`config.mk`:
```
export PLATFORM = sky130hd
export DESIGN_NAME = pipe_cond_unit
export DESIGN_NICKNAME = d
export VERILOG_FILES = /design/src/rtl/pipe_cond_unit.sv
export SDC_FILE = /design/constraint.sdc
export NUM_CORES = 1
export LEC_CHECK = 0
export BUFFER_PORTS_ARGS = -buffer_cell sky130_fd_sc_hd__buf_2
export CORE_UTILIZATION = 25
export DETAILED_ROUTE_END_ITERATION = 12
export PLACE_DENSITY = 0.49
export SLEW_MARGIN = 20
export SYNTH_ARGS = -nofsm -noshare
export SYNTH_HDL_FRONTEND = slang
export SYNTH_SLANG_ARGS = --single-unit
```
`constraint.sdc`:
```
create_clock -name clk -period 3.98 [get_ports clk]
set_input_delay 0.199 -clock clk [delete_from_list [all_inputs] [get_ports clk]]
set_output_delay 0.199 -clock clk [all_outputs]
set_load 0.005 [all_outputs]
```
`src/rtl/pipe_cond_unit.sv`:
```
// Execute-stage condition unit: flags register, condition decode, predicated E->M controls.
// Optional saturating performance counters are enabled with `define COND_PERF_CNT_EN.
module pipe_cond_unit #(
  parameter int unsigned FLAG_W      = 4,
  parameter int unsigned FLAG_GROUPS = 2
`ifdef COND_PERF_CNT_EN
  ,
  parameter int unsigned CNT_W       = 32
`endif
) (
  input  logic                   clk,
  input  logic                   reset,
  input  logic                   validE,
  input  logic                   stallE,
  input  logic                   flushE,
  input  logic [3:0]             CondE,
  input  logic [FLAG_W-1:0]      ALUFlagsE,
  input  logic [FLAG_GROUPS-1:0] FlagWriteE,
  input  logic                   BranchE,
  input  logic                   RegWriteE,
  input  logic                   MemWriteE,
  input  logic                   PCSrcE,
  input  logic                   NoWriteE,
  output logic                   CondExE,
  output logic                   BranchTakenE,
  output logic [FLAG_W-1:0]      FlagsQ,
  output logic                   PCSrcM,
  output logic                   RegWriteM,
  output logic                   MemWriteM
`ifdef COND_PERF_CNT_EN
  ,
  output logic [CNT_W-1:0]       CondFailCnt,
  output logic [CNT_W-1:0]       BrTakenCnt
`endif
);

  localparam int unsigned GRP_W = FLAG_W / FLAG_GROUPS;

  typedef enum logic [3:0] {
    COND_EQ = 4'd0,  COND_NE = 4'd1,  COND_CS = 4'd2,  COND_CC = 4'd3,
    COND_MI = 4'd4,  COND_PL = 4'd5,  COND_VS = 4'd6,  COND_VC = 4'd7,
    COND_HI = 4'd8,  COND_LS = 4'd9,  COND_GE = 4'd10, COND_LT = 4'd11,
    COND_GT = 4'd12, COND_LE = 4'd13, COND_AL = 4'd14, COND_NV = 4'd15
  } cond_e;

  logic [FLAG_W-1:0] flags_q, flags_d;
  logic [FLAG_W-1:0] wmask;
  logic              pcsrc_q, pcsrc_d;
  logic              regwr_q, regwr_d;
  logic              memwr_q, memwr_d;
  logic              flag_n, flag_z, flag_c, flag_v;
  logic              cond_pass;
  logic              live;
  logic              commit;
  cond_e             cond;

  assign flag_n = flags_q[3];
  assign flag_z = flags_q[2];
  assign flag_c = flags_q[1];
  assign flag_v = flags_q[0];
  assign cond   = cond_e'(CondE);

  always_comb begin
    cond_pass = 1'b1;
    unique case (cond)
      COND_EQ: cond_pass = flag_z;
      COND_NE: cond_pass = ~flag_z;
      COND_CS: cond_pass = flag_c;
      COND_CC: cond_pass = ~flag_c;
      COND_MI: cond_pass = flag_n;
      COND_PL: cond_pass = ~flag_n;
      COND_VS: cond_pass = flag_v;
      COND_VC: cond_pass = ~flag_v;
      COND_HI: cond_pass = flag_c & ~flag_z;
      COND_LS: cond_pass = ~flag_c | flag_z;
      COND_GE: cond_pass = (flag_n == flag_v);
      COND_LT: cond_pass = (flag_n != flag_v);
      COND_GT: cond_pass = ~flag_z & (flag_n == flag_v);
      COND_LE: cond_pass = flag_z | (flag_n != flag_v);
      COND_AL: cond_pass = 1'b1;
      COND_NV: cond_pass = 1'b1;
      default: cond_pass = 1'b1;
    endcase
  end

  // CondExE ignores stall so the held instruction keeps its verdict; only the
  // edge-side effects and the branch redirect wait for the release cycle.
  assign live         = validE & ~stallE & ~flushE;
  assign CondExE      = validE & ~flushE & cond_pass;
  assign BranchTakenE = BranchE & CondExE & ~stallE;
  assign commit       = live & CondExE;

  always_comb begin
    wmask = '0;
    for (int unsigned g = 0; g < FLAG_GROUPS; g++) begin
      if (FlagWriteE[g]) wmask[g*GRP_W +: GRP_W] = '1;
    end
  end

  always_comb begin
    flags_d = flags_q;
    pcsrc_d = 1'b0;
    regwr_d = 1'b0;
    memwr_d = 1'b0;
    if (commit) begin
      flags_d = (flags_q & ~wmask) | (ALUFlagsE & wmask);
      pcsrc_d = PCSrcE;
      regwr_d = RegWriteE & ~NoWriteE;
      memwr_d = MemWriteE;
    end
  end

  always_ff @(posedge clk or negedge reset) begin
    if (!reset) begin
      flags_q <= '0;
      pcsrc_q <= 1'b0;
      regwr_q <= 1'b0;
      memwr_q <= 1'b0;
    end else begin
      flags_q <= flags_d;
      pcsrc_q <= pcsrc_d;
      regwr_q <= regwr_d;
      memwr_q <= memwr_d;
    end
  end

  assign FlagsQ    = flags_q;
  assign PCSrcM    = pcsrc_q;
  assign RegWriteM = regwr_q;
  assign MemWriteM = memwr_q;

`ifdef COND_PERF_CNT_EN
  logic [CNT_W-1:0] fail_cnt_q, fail_cnt_d;
  logic [CNT_W-1:0] br_cnt_q, br_cnt_d;

  always_comb begin
    fail_cnt_d = fail_cnt_q;
    br_cnt_d   = br_cnt_q;
    if (live & ~CondExE & (fail_cnt_q != '1)) fail_cnt_d = fail_cnt_q + CNT_W'(1);
    if (live & BranchE & CondExE & (br_cnt_q != '1)) br_cnt_d = br_cnt_q + CNT_W'(1);
  end

  always_ff @(posedge clk or negedge reset) begin
    if (!reset) begin
      fail_cnt_q <= '0;
      br_cnt_q   <= '0;
    end else begin
      fail_cnt_q <= fail_cnt_d;
      br_cnt_q   <= br_cnt_d;
    end
  end

  assign CondFailCnt = fail_cnt_q;
  assign BrTakenCnt  = br_cnt_q;
`endif

endmodule

```
==> key figures <==
Global routing
  • Initial antenna violation count: 0
  • First-pass GRT wire length: 2.07 mm
  • Global route total overflow: 0
  • Vias in the first global route: 493
  • All-Layer GR Usage: 0.114
  • Largest net degree at the start of global routing: 14

Synthesis
  • Netlist cell types: 30
  • Flops & latches, synth: 7
  • Mapped Cells: 53
  • Syn nets: 73
  • Main synth FF type: dfrtp_1
  • Post-synthesis compound-gate area fraction: 0.259
  • Async set or reset register ratio after synthesis: 1.00
  • Xor/xnor share of the synthesized area: 0.0321
  • Synthesized cell area: 546 um2
  • Synth warn: 0
  • Sequential share of the synthesized area: 0.321
  • Simple-gate share of the synthesized area: 0.271
  • Mapped Avg Cell Area: 10.3 um2
  • Post-synth EDFFs: 0
  • Main combinational cell family by area after synthesis: simple AND/OR/NAND/NOR gates
  • Post-Synth Adder-Cell Area: 0
  • Mux contribution to synthesized area: 0.0826

CTS
  • CTS H-tree depth: 1
  • CTS Buffer Depth: 2
  • # Post-CTS Setup Buffers: 0
  • CTS resizes: 0
  • TritonCTS clock tree: yes
  • Clock sink total: 7
  • Clk root buf: clkbuf_4
  • Clock slew at reported path FFs: 0.06 ns
  • Hold buffer count at CTS: 1
  • CTS Buf Count: 3
  • Worst-Skew Late Latency: 0.25 ns

Timing
  • Clock skew: 0.00995 ns
  • Hold slack final: 0.152 ns
  • RSZ-0062 raised after global routing: no
  • Rel. slew slack: 0.686
  • Final Cycle Share: 0.589
  • Max Fclk: 426 MHz
  • Fin. max-slew vios: 0
  • Final worst setup slack: 1.63 ns
  • Crit path time final: 2.35 ns
  • Final setup fails: 0
  • Setup TNS: 0 ns
  • Hold violation total from the final report: 0
  • Slew @ Worst Pin: 0.466 ns

Power
  • VDD IR max: 0.196 mV
  • Leak: 0.355 nW
  • Pwr Total: 0.266 mW
  • Power density over the cells: 359 nW/um2

Critical path
  • Crit end category: output pin
  • Startpoint Class: flip-flop
  • Kind of critical path: flip-flop to output pin
  • WP data required: 3.78 ns
  • Max FO, Critical Path: 7
  • WP data arrival: 2.15 ns

Finish
  • Area growth syn-to-layout: 36.0%
  • Post-layout instance area: 742 um2
  • Commonest cells after routing, fill and taps aside: 28 x buf_2, 7 x dfrtp_1, 4 x nor2_1, 4 x nand3b_1, 4 x mux2_1
  • Multi-input logic area: 352 um2
  • Most common cell after layout, fill and taps aside: buf_2
  • Utilization after layout: 0.371
  • Finished Layout Cells: 111
  • FILL cells: 223
  • Ratio of cells with drive above 1 in the final layout: 0.429
  • Register cell area after layout: 175 um2
  • Final nets: 105
  • Antenna cells: 0

Floorplan
  • Top Ports: 29
  • Std-Cell Rows: 16
  • Core area: 2000 um2
  • Initial cell density of the core: 0.272
  • Die area: 2370 um2
  • Die width: 48.7 um
  • Die height: 48.7 um

Place
  • Placed Area: 704 um2
  • DP Worst Slack: 1.92 ns
  • Global placer's final weighted congestion: 0.732
  • Placed Instances: 106
  • IO Port Bufs: 28
  • DP HPWL: 1.03 mm

Route
  • DR iter-0 viols: 4
  • WL/cell: 11.4 um
  • DR DRC count: 0
  • Vias: 545
  • Total iterations of the first detailed-routing run: 4
  • ANT nets after route: 0
  • Total Wirelength: 1.27 mm
  • Drt via density: 4.91

Flow run
  • MaxCap Viol Count: 0

Hold path
  • Min-Delay Path Class: input pin to flip-flop

Outcome
  • Outcome: complete, no violations
==> layer usage <==
| layer | up-vias | global-route usage | part of all wire |
|---|---|---|---|
| met5 | - | 0 | 0 |
| met4 | 0 | 0.0539 | 0 |
| met3 | 0 | 0.0346 | 0.054 |
| met2 | 17 | 0.185 | 0.49 |
| met1 | 257 | 0.136 | 0.45 |
| li1 | 271 | - | - |
==> Yosys cell counts (2+ instances only) <==
library cell / n / area [um2]
a22o_1: 2 / 17.5
a311oi_2: 2 / 30.0
a31oi_1: 3 / 18.8
and2_1: 3 / 18.8
buf_4: 2 / 15.0
dfrtp_1: 7 / 175
mux2_1: 4 / 45.0
nand3b_1: 4 / 30.0
nor2_1: 4 / 15.0
xor2_1: 2 / 17.5
==> where the power goes <==
part	switching, mW	leakage (nW)	internal, mW
logic	0.0453	0.247	0.0487
clock network	0.0267	0.0177	0.0367
registers	0.0237	0.0904	0.0849
total	0.0957	0.355	0.170
==> cell families after synthesis <==
family                    Yosys count
and+or+nand+nor                    23
AOI/OAI and AO/OA                  14
DFF                                 7
muxes                               4
buffers and inverters               3
xor gates and xnor gates            2
==> path summary, 6_finish.rpt <==
kind / startpoint / to / cells past startpoint / slack, ns
worst min register to register: flip-flop / flip-flop / 1 / 0.59
worst max register to register: flip-flop / flip-flop / 5 / 1.96
worst min-delay path: PCSrcE / PCSrcM / 2 / 0.15
min in group asynchronous: reset / PCSrcM / 2 / 0.29
worst max-delay path: flip-flop / BranchTakenE / 6 / 1.63
max in group asynchronous: reset / asynchronous set/reset pin / 2 / 3.53
==> worst max-delay path, cell delays in order (launching register included) <==
cell      delay (ns)
dfrtp_1         0.46
or4b_1          0.54
a311oi_2        0.24
a21oi_2         0.09
a311oi_2        0.30
and2_1          0.17
buf_2           0.10
==> cell type report <==
class | instances | share of cell area
clock inverters | 1 | 0.00675
repair buffers | 29 | 0.202
well taps | 27 | 0.0455
multi-input cells | 43 | 0.474
clock buffers | 3 | 0.0304
inverters | 1 | 0.00506
flip-flops and latches | 7 | 0.236
Power figures use the tool's default switching activity.
